===== src/rtl/mac_dp_multi_pkg.sv =====
// mac_dp_multi_pkg
//   Shared encodings for the multi-accumulator MAC datapath: the MAC opcode
//   set, the operand-B scale selections, and small opcode-class helpers.
//   The helpers keep the datapath selection logic readable.
package mac_dp_multi_pkg;

  typedef enum logic [3:0] {
    MAC_NOP        = 4'd0,
    MAC_CLR        = 4'd1,
    MAC_ADD        = 4'd2,
    MAC_SUB        = 4'd3,
    MAC_CMP        = 4'd4,
    MAC_NEG        = 4'd5,
    MAC_ABS        = 4'd6,
    MAC_MOVE       = 4'd7,
    MAC_MOVE_ROUND = 4'd8,
    MAC_MUL        = 4'd9,
    MAC_MAC        = 4'd10,
    MAC_MDM        = 4'd11
  } mac_op_e;

  typedef enum logic [2:0] {
    SCALE_PASS = 3'd0,
    SCALE_SHL1 = 3'd1,
    SCALE_SHL2 = 3'd2,
    SCALE_SHL3 = 3'd3,
    SCALE_SHR1 = 3'd4,
    SCALE_SHR2 = 3'd5,
    SCALE_SHR3 = 3'd6,
    SCALE_SHR4 = 3'd7
  } scale_e;

  // Encodings above MAC_MDM are treated like NOP: no result, no write.
  function automatic logic op_active(input logic [3:0] op);
    return op inside {MAC_CLR, MAC_ADD, MAC_SUB, MAC_CMP, MAC_NEG, MAC_ABS,
                      MAC_MOVE, MAC_MOVE_ROUND, MAC_MUL, MAC_MAC, MAC_MDM};
  endfunction

  function automatic logic op_uses_operandb(input logic [3:0] op);
    return op inside {MAC_ADD, MAC_SUB, MAC_CMP, MAC_NEG, MAC_ABS,
                      MAC_MOVE, MAC_MOVE_ROUND};
  endfunction

  function automatic logic op_uses_product(input logic [3:0] op);
    return op inside {MAC_MUL, MAC_MAC, MAC_MDM};
  endfunction

  function automatic logic op_reads_acc(input logic [3:0] op);
    return op inside {MAC_ADD, MAC_SUB, MAC_CMP, MAC_MAC, MAC_MDM};
  endfunction

  function automatic logic op_inverts_b(input logic [3:0] op);
    return op inside {MAC_SUB, MAC_CMP, MAC_NEG, MAC_MDM};
  endfunction

  // CMP only produces flags/result; every other active op updates acc[sel].
  function automatic logic op_writes_acc(input logic [3:0] op);
    return op_active(op) && (op != MAC_CMP);
  endfunction

endpackage


===== src/rtl/mac_round_sat.sv =====
// mac_round_sat
//   Combinational round-then-saturate stage of the MAC datapath.
//   Ports:
//     value_i      accumulator-width value entering the stage
//     round_i      add 2^(DATA_W-1) and clear the low DATA_W bits
//     sat_i        clamp to the 2*DATA_W signed range when guard bits disagree
//     value_o      processed value
//     sat_o        saturation happened
//     round_ovf_o  rounding carried into the sign bit
module mac_round_sat #(
  parameter int DATA_W  = 16,
  parameter int GUARD_W = 8,
  localparam int ACC_W  = 2*DATA_W + GUARD_W
) (
  input  logic [ACC_W-1:0] value_i,
  input  logic             round_i,
  input  logic             sat_i,
  output logic [ACC_W-1:0] value_o,
  output logic             sat_o,
  output logic             round_ovf_o
);

  localparam logic [ACC_W-1:0] ROUND_INC =
    {{(ACC_W-DATA_W){1'b0}}, 1'b1, {(DATA_W-1){1'b0}}};
  localparam logic [ACC_W-1:0] SAT_MAX =
    {{(GUARD_W+1){1'b0}}, {(2*DATA_W-1){1'b1}}};
  localparam logic [ACC_W-1:0] SAT_MIN =
    {{(GUARD_W+1){1'b1}}, {(2*DATA_W-1){1'b0}}};

  logic [ACC_W-1:0]   rounded;
  logic [ACC_W-1:0]   pre_sat;
  logic [GUARD_W:0]   hi_bits;

  always_comb begin
    rounded              = value_i + ROUND_INC;
    rounded[DATA_W-1:0]  = '0;
    round_ovf_o          = round_i && !value_i[ACC_W-1] && rounded[ACC_W-1];
    pre_sat              = round_i ? rounded : value_i;

    // Guard bits plus the product sign bit must all agree to fit 2*DATA_W.
    hi_bits = pre_sat[ACC_W-1:2*DATA_W-1];
    value_o = pre_sat;
    sat_o   = 1'b0;
    if (sat_i && !((&hi_bits) || !(|hi_bits))) begin
      sat_o   = 1'b1;
      value_o = pre_sat[ACC_W-1] ? SAT_MIN : SAT_MAX;
    end
  end

endmodule


===== src/rtl/mac_dp_multi.sv =====
// mac_dp_multi
//   Two-stage pipelined MAC datapath with NUM_ACC guarded accumulators and
//   per-accumulator sticky overflow flags.
//   Ports:
//     clk_i, reset_i          clock, asynchronous active-low reset
//     in_valid_i, stall_i     op present / freeze whole pipeline
//     c_macop, c_acc_sel      opcode and accumulator index
//     c_scalefactor, c_dosat  operand-B scaling, saturate enable
//     mul_opa_i, mul_opb_i    signed multiplier operands
//     operandb_i              register-file operand for non-multiply ops
//     result_o, result_valid_o, flags_o  registered result and
//                             {sat, scale_ovf, pos_ovf, neg_ovf}
//     sticky_ovf_o            sticky overflow bit per accumulator
module mac_dp_multi #(
  parameter int DATA_W  = 16,
  parameter int GUARD_W = 8,
  parameter int NUM_ACC = 4,
  localparam int ACC_W  = 2*DATA_W + GUARD_W,
  localparam int SEL_W  = $clog2(NUM_ACC)
) (
  input  logic                     clk_i,
  input  logic                     reset_i,
  input  logic                     in_valid_i,
  input  logic                     stall_i,
  input  logic [3:0]               c_macop,
  input  logic [SEL_W-1:0]         c_acc_sel,
  input  logic [2:0]               c_scalefactor,
  input  logic                     c_dosat,
  input  logic signed [DATA_W-1:0] mul_opa_i,
  input  logic signed [DATA_W-1:0] mul_opb_i,
  input  logic [ACC_W-1:0]         operandb_i,
  output logic [ACC_W-1:0]         result_o,
  output logic                     result_valid_o,
  output logic [3:0]               flags_o,
  output logic [NUM_ACC-1:0]       sticky_ovf_o
);

  import mac_dp_multi_pkg::*;

  localparam int PROD_W = 2*DATA_W;
  localparam logic [ACC_W-1:0] MOST_NEG = {1'b1, {(ACC_W-1){1'b0}}};

  // E1 stage registers
  logic               e1_valid_q, e1_valid_d;
  logic [3:0]         e1_op_q, e1_op_d;
  logic [SEL_W-1:0]   e1_sel_q, e1_sel_d;
  logic [2:0]         e1_scale_q, e1_scale_d;
  logic               e1_dosat_q, e1_dosat_d;
  logic [ACC_W-1:0]   e1_opb_q, e1_opb_d;
  logic [ACC_W-1:0]   e1_prod_q, e1_prod_d;

  // E2 / architectural state
  logic [ACC_W-1:0]   acc_q [NUM_ACC];
  logic [ACC_W-1:0]   acc_d [NUM_ACC];
  logic [NUM_ACC-1:0] sticky_q, sticky_d;
  logic [ACC_W-1:0]   result_q, result_d;
  logic               result_valid_q, result_valid_d;
  logic [3:0]         flags_q, flags_d;

  // E2 datapath nets
  logic signed [PROD_W-1:0] product;
  logic signed [ACC_W-1:0]  b_sel, b_scaled;
  logic                     scale_ovf;
  logic [ACC_W-1:0]         opa, bb, sum, abs_val, final_val;
  logic                     add_pos_ovf, add_neg_ovf, abs_neg_ovf;
  logic                     sat_flag, round_ovf;
  logic [3:0]               flags_new;

  assign product = $signed({{DATA_W{mul_opa_i[DATA_W-1]}}, mul_opa_i}) *
                   $signed({{DATA_W{mul_opb_i[DATA_W-1]}}, mul_opb_i});

  // E1 capture: only an accepted op loads new controls; a stall freezes all.
  always_comb begin
    e1_valid_d = e1_valid_q;
    e1_op_d    = e1_op_q;
    e1_sel_d   = e1_sel_q;
    e1_scale_d = e1_scale_q;
    e1_dosat_d = e1_dosat_q;
    e1_opb_d   = e1_opb_q;
    e1_prod_d  = e1_prod_q;
    if (!stall_i) begin
      e1_valid_d = in_valid_i;
      if (in_valid_i) begin
        e1_op_d    = c_macop;
        e1_sel_d   = c_acc_sel;
        e1_scale_d = c_scalefactor;
        e1_dosat_d = c_dosat;
        e1_opb_d   = operandb_i;
        e1_prod_d  = {{GUARD_W{product[PROD_W-1]}}, product};
      end
    end
  end

  // B-select and scaling; a left shift overflows when the discarded MSBs
  // and the new sign bit are not all equal.
  always_comb begin
    b_sel = '0;
    if (op_uses_operandb(e1_op_q)) begin
      b_sel = e1_opb_q;
    end else if (op_uses_product(e1_op_q)) begin
      b_sel = e1_prod_q;
    end

    b_scaled  = b_sel;
    scale_ovf = 1'b0;
    case (e1_scale_q)
      SCALE_SHL1: begin
        b_scaled  = b_sel <<< 1;
        scale_ovf = !((&b_sel[ACC_W-1 -: 2]) || !(|b_sel[ACC_W-1 -: 2]));
      end
      SCALE_SHL2: begin
        b_scaled  = b_sel <<< 2;
        scale_ovf = !((&b_sel[ACC_W-1 -: 3]) || !(|b_sel[ACC_W-1 -: 3]));
      end
      SCALE_SHL3: begin
        b_scaled  = b_sel <<< 3;
        scale_ovf = !((&b_sel[ACC_W-1 -: 4]) || !(|b_sel[ACC_W-1 -: 4]));
      end
      SCALE_SHR1: b_scaled = b_sel >>> 1;
      SCALE_SHR2: b_scaled = b_sel >>> 2;
      SCALE_SHR3: b_scaled = b_sel >>> 3;
      SCALE_SHR4: b_scaled = b_sel >>> 4;
      default:    b_scaled = b_sel;
    endcase
  end

  // Adder with subtract-by-inversion, then ABS. Negating the most negative
  // value wraps to itself, which is reported as a negative overflow.
  always_comb begin
    opa         = op_reads_acc(e1_op_q) ? acc_q[e1_sel_q] : '0;
    bb          = op_inverts_b(e1_op_q) ? ~b_scaled : b_scaled;
    sum         = opa + bb + ACC_W'(op_inverts_b(e1_op_q));
    add_pos_ovf = !opa[ACC_W-1] && !bb[ACC_W-1] &&  sum[ACC_W-1];
    add_neg_ovf =  opa[ACC_W-1] &&  bb[ACC_W-1] && !sum[ACC_W-1];

    abs_val     = sum;
    abs_neg_ovf = 1'b0;
    if ((e1_op_q == MAC_ABS) && sum[ACC_W-1]) begin
      abs_val     = -sum;
      abs_neg_ovf = (sum == MOST_NEG);
    end
  end

  mac_round_sat #(
    .DATA_W  (DATA_W),
    .GUARD_W (GUARD_W)
  ) u_round_sat (
    .value_i     (abs_val),
    .round_i     (e1_op_q == MAC_MOVE_ROUND),
    .sat_i       (e1_dosat_q),
    .value_o     (final_val),
    .sat_o       (sat_flag),
    .round_ovf_o (round_ovf)
  );

  assign flags_new = {sat_flag, scale_ovf, add_pos_ovf | round_ovf,
                      add_neg_ovf | abs_neg_ovf};

  // E2 retire: result/flags hold across NOP and idle cycles; the accumulator
  // write lands on the same edge so the next op's E2 sees it directly.
  always_comb begin
    result_d       = result_q;
    flags_d        = flags_q;
    result_valid_d = result_valid_q;
    acc_d          = acc_q;
    sticky_d       = sticky_q;
    if (!stall_i) begin
      result_valid_d = e1_valid_q && op_active(e1_op_q);
      if (e1_valid_q && op_active(e1_op_q)) begin
        result_d = final_val;
        flags_d  = flags_new;
        if (op_writes_acc(e1_op_q)) begin
          acc_d[e1_sel_q]    = final_val;
          sticky_d[e1_sel_q] = (e1_op_q == MAC_CLR) ? 1'b0 :
                               (sticky_q[e1_sel_q] | (|flags_new[2:0]));
        end
      end
    end
  end

  // State register for both stages and the accumulator bank.
  always_ff @(posedge clk_i or negedge reset_i) begin
    if (!reset_i) begin
      e1_valid_q     <= 1'b0;
      e1_op_q        <= '0;
      e1_sel_q       <= '0;
      e1_scale_q     <= '0;
      e1_dosat_q     <= 1'b0;
      e1_opb_q       <= '0;
      e1_prod_q      <= '0;
      for (int i = 0; i < NUM_ACC; i++) acc_q[i] <= '0;
      sticky_q       <= '0;
      result_q       <= '0;
      result_valid_q <= 1'b0;
      flags_q        <= '0;
    end else begin
      e1_valid_q     <= e1_valid_d;
      e1_op_q        <= e1_op_d;
      e1_sel_q       <= e1_sel_d;
      e1_scale_q     <= e1_scale_d;
      e1_dosat_q     <= e1_dosat_d;
      e1_opb_q       <= e1_opb_d;
      e1_prod_q      <= e1_prod_d;
      acc_q          <= acc_d;
      sticky_q       <= sticky_d;
      result_q       <= result_d;
      result_valid_q <= result_valid_d;
      flags_q        <= flags_d;
    end
  end

  assign result_o       = result_q;
  assign result_valid_o = result_valid_q;
  assign flags_o        = flags_q;
  assign sticky_ovf_o   = sticky_q;

endmodule


===== config.mk =====
export PLATFORM = sky130hd
export DESIGN_NAME = mac_dp_multi
export DESIGN_NICKNAME = d
export VERILOG_FILES = /design/src/rtl/mac_dp_multi_pkg.sv /design/src/rtl/mac_round_sat.sv /design/src/rtl/mac_dp_multi.sv
export SDC_FILE = /design/constraint.sdc
export NUM_CORES = 2
export LEC_CHECK = 0
export BUFFER_PORTS_ARGS = -buffer_cell sky130_fd_sc_hd__buf_2
export CAP_MARGIN = 20
export CELL_PAD_IN_SITES_DETAIL_PLACEMENT = 1
export CELL_PAD_IN_SITES_GLOBAL_PLACEMENT = 1
export CORE_ASPECT_RATIO = 2
export CORE_MARGIN = 3
export CORE_UTILIZATION = 40
export CTS_BUF_LIST = sky130_fd_sc_hd__clkbuf_4
export CTS_CLUSTER_SIZE = 30
export DETAILED_ROUTE_END_ITERATION = 16
export GPL_ROUTABILITY_DRIVEN = 0
export MAX_ROUTING_LAYER = met4
export PLACE_DENSITY = 0.77
export SYNTH_ARGS = -nofsm -noshare
export SYNTH_HDL_FRONTEND = slang
export SYNTH_SLANG_ARGS = --single-unit

===== constraint.sdc =====
create_clock -name clk_i -period 10.28 [get_ports clk_i]
set_clock_uncertainty 0.05 [all_clocks]
set_input_delay 1.542 -clock clk_i [delete_from_list [all_inputs] [get_ports clk_i]]
set_output_delay 1.542 -clock clk_i [all_outputs]
set_load 0.02 [all_outputs]

==> PnR_summary.wiki <==
{| class="wikitable"
! Metric !! Value
|-
| Status || completed
|-
| Critical path arrival || 10.35 ns
|-
| Antenna violations before repair || 11
|-
| GRT Util Overall || 29.2%
|-
| Hold_buf cts || 0
|-
| Layout area overhead || 8.98%
|-
| Met2 usage in global routing || 52.9%
|-
| Count of boundary I/O pins || 135
|-
| Max-slew violation total from the final report || 0
|-
| Start-to-end type of the worst setup path || register to register
|-
| Number of buffers inserted during clock tree synthesis || 69
|-
| Top flip-flop cell by instance count after synthesis || sky130_fd_sc_hd__dfrtp_1
|-
| Overall power consumption || 12.6 mW
|-
| CP max stage cell || sky130_fd_sc_hd__a211oi_1
|-
| Warning count from the yosys run || 0
|-
| Post-synth net total || 3,981
|-
| Critical path launch point type || register
|-
| Met1 Resource Use GR || 26.6%
|-
| Height of the die || 393 um
|-
| Power density relative to cell area || 384 nW/um^2
|-
| Required time of the worst setup path || 11.06 ns
|-
| Capture instance of the worst register-to-register path || acc_q[88]
|-
| Sum of routed wire length over all layers || 110,000 um
|-
| Most utilized layer in the global route result || met2
|-
| Reg2Reg Launch Point || e1_op_q[1]
|-
| Number of levels in the clock H-tree || 3
|-
| Number of nets with antenna violations after routing || 0
|-
| First-pass GRT wire length || 169,000 um
|-
| Horiz. Die Dim || 200 um
|-
| Crit path capture type || register
|-
| Final hold violation count || 0
|-
| Max Root-Sink Buffers || 3
|-
| Top fanout value on the critical path || 25
|-
| CTS tree || built
|-
| Post-layout worst setup margin || 0.716 ns
|-
| Hold WC Path Type || register to register
|-
| Syn avg cell area || 8.55 um^2
|-
| Leakage power of the design || 14.9 nW
|-
| Post-detailed-route via-to-cell ratio || 5.88
|-
| Num Clock Sinks || 292
|-
| DRC violation count after routing || 0
|-
| Yosys top cell by area || sky130_fd_sc_hd__dfrtp_1
|-
| Post-placement worst setup slack || 0.568 ns
|-
| Pin count of the biggest net entering global routing || 111
|-
| Number of distinct library cells after synthesis || 93
|-
| Vias in the first global route || 29,684
|-
| Proportion of layout cells with a drive suffix above 1 || 12.9%
|-
| Stage delay of the slowest cell on the critical path || 0.55 ns
|-
| Transition time at the pin with the least slew margin || 1.16 ns
|-
| Finish-stage setup viols || 0
|-
| Count of buffering cells on the critical path with inverters included || 2
|-
| Clock transition at the register clock pins on the worst setup and hold paths after CTS || 0.07 ns
|-
| Number of standard cells after synthesis || 3,506
|-
| HPWL Detailed || 88,300 um
|-
| Top cell type's share of synthesized area || 24.4%
|-
| Gate family responsible for the most delay along the worst path || compound AO/OA/AOI/OAI gates
|-
| CTS root buffer || sky130_fd_sc_hd__clkbuf_4
|-
| Number of enable-type register cells in the synthesized netlist || 0
|-
| DRT Pass-1 Iters || 5
|-
| Depth of the worst hold-timing path || 2
|-
| Hold Crit Start || e1_opb_q[32]
|-
| Starting utilization of the core area || 40.5%
|-
| Synth async-reset ratio || 100%
|-
| Most numerous cell in the Yosys netlist || sky130_fd_sc_hd__nand2_1
|-
| Setup TNS Final || 0 ns
|-
| Clk Latency, worst-skew pair || 0.93 ns
|-
| Area inside the core boundary || 74,100 um^2
|-
| Count of buffers from port buffering || 134
|-
| Top cells by area, synth || sky130_fd_sc_hd__dfrtp_1, sky130_fd_sc_hd__fa_1, sky130_fd_sc_hd__nand2_1, sky130_fd_sc_hd__ha_1, sky130_fd_sc_hd__inv_1
|-
| Iter 0 DRT Violations || 1,329
|-
| Final-stage net count || 4,074
|-
| Flop and latch count out of synthesis || 292
|-
| Worst setup slack for register-to-register paths || 0.72 ns
|-
| Synth top cells by count || sky130_fd_sc_hd__nand2_1, sky130_fd_sc_hd__inv_1, sky130_fd_sc_hd__dfrtp_1, sky130_fd_sc_hd__fa_1, sky130_fd_sc_hd__o21ai_0
|-
| Overall die area || 78,500 um^2
|-
| Part of the Yosys area used for sequential elements || 24.4%
|-
| Met3 layer usage reported by global route || 4.22%
|-
| Worst reg-to-reg path cell count || 33
|-
| Min cycle time layout || 9.56 ns
|-
| Cell area after synthesis || 30,000 um^2
|-
| Hold endpoint || e1_opb_q[32]
|-
| Congestion Overflow GR || 0
|-
| Total via count in the routed design || 26,968
|-
| Total number of placement rows || 141
|-
| RSZ-0062 raised after global routing || no
|-
| Worst relative slew slack || 22.2%
|-
| Fmax || 0.105 GHz
|-
| Final worst path period share || 93.0%
|-
| Mean routed wirelength per cell || 24.0 um
|-
| Maximum resistive drop on vdd || 0.227 mV
|-
| Max Cap Violations || 0
|}
[cells by family (layout without fill, tap and decap cells)]
kind of cell               count (synthesis)  after routing  share of synthesized area [%]
and+or+nand+nor                         1236           1236                           19.3
AOI/OAI and AO/OA                        833            833                           17.7
buffers and inverters                    536            676                           7.06
adders and majority gates                389            389                           22.8
DFF                                      292            292                           24.4
xor gates and xnor gates                 152            152                           4.44
muxes                                     68             68                           4.35
other                                      0             14                              0
[power breakdown]
| part | switching, mW | leakage [nW] | internal [mW] | total (mW) |
|---|---|---|---|---|
| combinational | 5.79 | 10.7 | 3.80 | 9.58 |
| clock | 0.528 | 0.524 | 0.499 | 1.03 |
| sequential | 0.326 | 3.66 | 1.62 | 1.95 |
| total | 6.64 | 14.9 | 5.92 | 12.6 |
[final cells by class]
type / instances / area (um^2)
Clock inverter: 26 / 205
Multi-Input combinational cell: 2678 / 20600
Antenna cell: 14 / 35.0
Inverter: 332 / 1250
Fill cell: 8989 / 41400
Sequential cell: 292 / 7320
Tap cell: 929 / 1160
Timing Repair Buffer: 226 / 1400
Clock buffer: 92 / 691
[routing by layer]
metal  vias to the layer above  share of wire, %
li1                      12068                 -
met1                     13585                32
met2                       855                53
met3                       460               4.3
met4                         0                10
met5                         -                 0
[worst max path at each step]
stage,from,endpoint,cells after the start
2_1_floorplan,e1_op_q[1],acc_q[40],41
3_3_place_gp,e1_op_q[2],result_o[6],34
3_5_place_dp,e1_op_q[2],acc_q[88],33
4_1_cts,e1_op_q[2],acc_q[88],35
5_1_grt,e1_op_q[2],acc_q[46],31
6_report,e1_op_q[1],acc_q[88],33
[per-stage QoR]
step | util [%] | instances | hold WS, ns | cell area [um^2]
after floorplan | - | 3506 | 0.388 | 30000
after global placement | 42.8 | 4454 | 0.404 | 31700
after detailed placement | 42.8 | 4454 | 0.413 | 31700
after CTS | 44.0 | 4572 | 0.430 | 32600
after global routing | 44.1 | 4586 | 0.451 | 32700
final | 44.1 | 4589 | 0.423 | 32700
[flip-flops by register name, summed over array words and instances (netlist names)]
register        count
e1_dosat_q          1
sticky_ovf_o        4
flags_o             4
result_o           40
e1_opb_q           40
e1_scale_q          3
e1_prod_q          32
result_valid_o      1
e1_sel_q            2
acc_q             160
e1_valid_q          1
e1_op_q             4
[repair_timing]
item,CTS,global route
setup buffers,0,3
resized for setup,0,2
setup endpoints to repair,0,162
[worst reg2reg max path: cells and delay by family, from the launching register on]
kind / cells / cell delay, ns
AND/OR/NAND/NOR: 10 / 2.87
adder cells (fa/ha/maj): 2 / 0.78
XOR/XNOR: 2 / 0.67
flip-flops: 1 / 0.47
AO/OA/AOI/OAI: 17 / 4.19
buffers and inverters: 2 / 0.52
[placed cells by master, fill, tap and decap left out, types with 18 or more instances in the layout]
cell type,n
sky130_fd_sc_hd__and2_1,175
sky130_fd_sc_hd__o21ai_1,55
sky130_fd_sc_hd__clkbuf_4,92
sky130_fd_sc_hd__ha_1,126
sky130_fd_sc_hd__a21oi_1,179
sky130_fd_sc_hd__o21ai_0,242
sky130_fd_sc_hd__a31oi_1,43
sky130_fd_sc_hd__a21o_1,24
sky130_fd_sc_hd__mux4_2,49
sky130_fd_sc_hd__a22oi_1,32
sky130_fd_sc_hd__buf_2,133
sky130_fd_sc_hd__o22ai_1,18
sky130_fd_sc_hd__xor2_1,24
sky130_fd_sc_hd__nand4_1,22
sky130_fd_sc_hd__nor2_1,157
sky130_fd_sc_hd__dfrtp_1,287
sky130_fd_sc_hd__a22o_1,21
sky130_fd_sc_hd__o21a_1,18
sky130_fd_sc_hd__buf_4,90
sky130_fd_sc_hd__nand3_1,40
sky130_fd_sc_hd__nand2_1,638
sky130_fd_sc_hd__fa_1,263
sky130_fd_sc_hd__or3_1,23
sky130_fd_sc_hd__inv_1,330
sky130_fd_sc_hd__o21bai_1,22
sky130_fd_sc_hd__a211oi_1,20
sky130_fd_sc_hd__nand2b_1,30
sky130_fd_sc_hd__xnor2_1,128
sky130_fd_sc_hd__nor3_1,50
No activity file was read; power rests on OpenSTA's default activity.
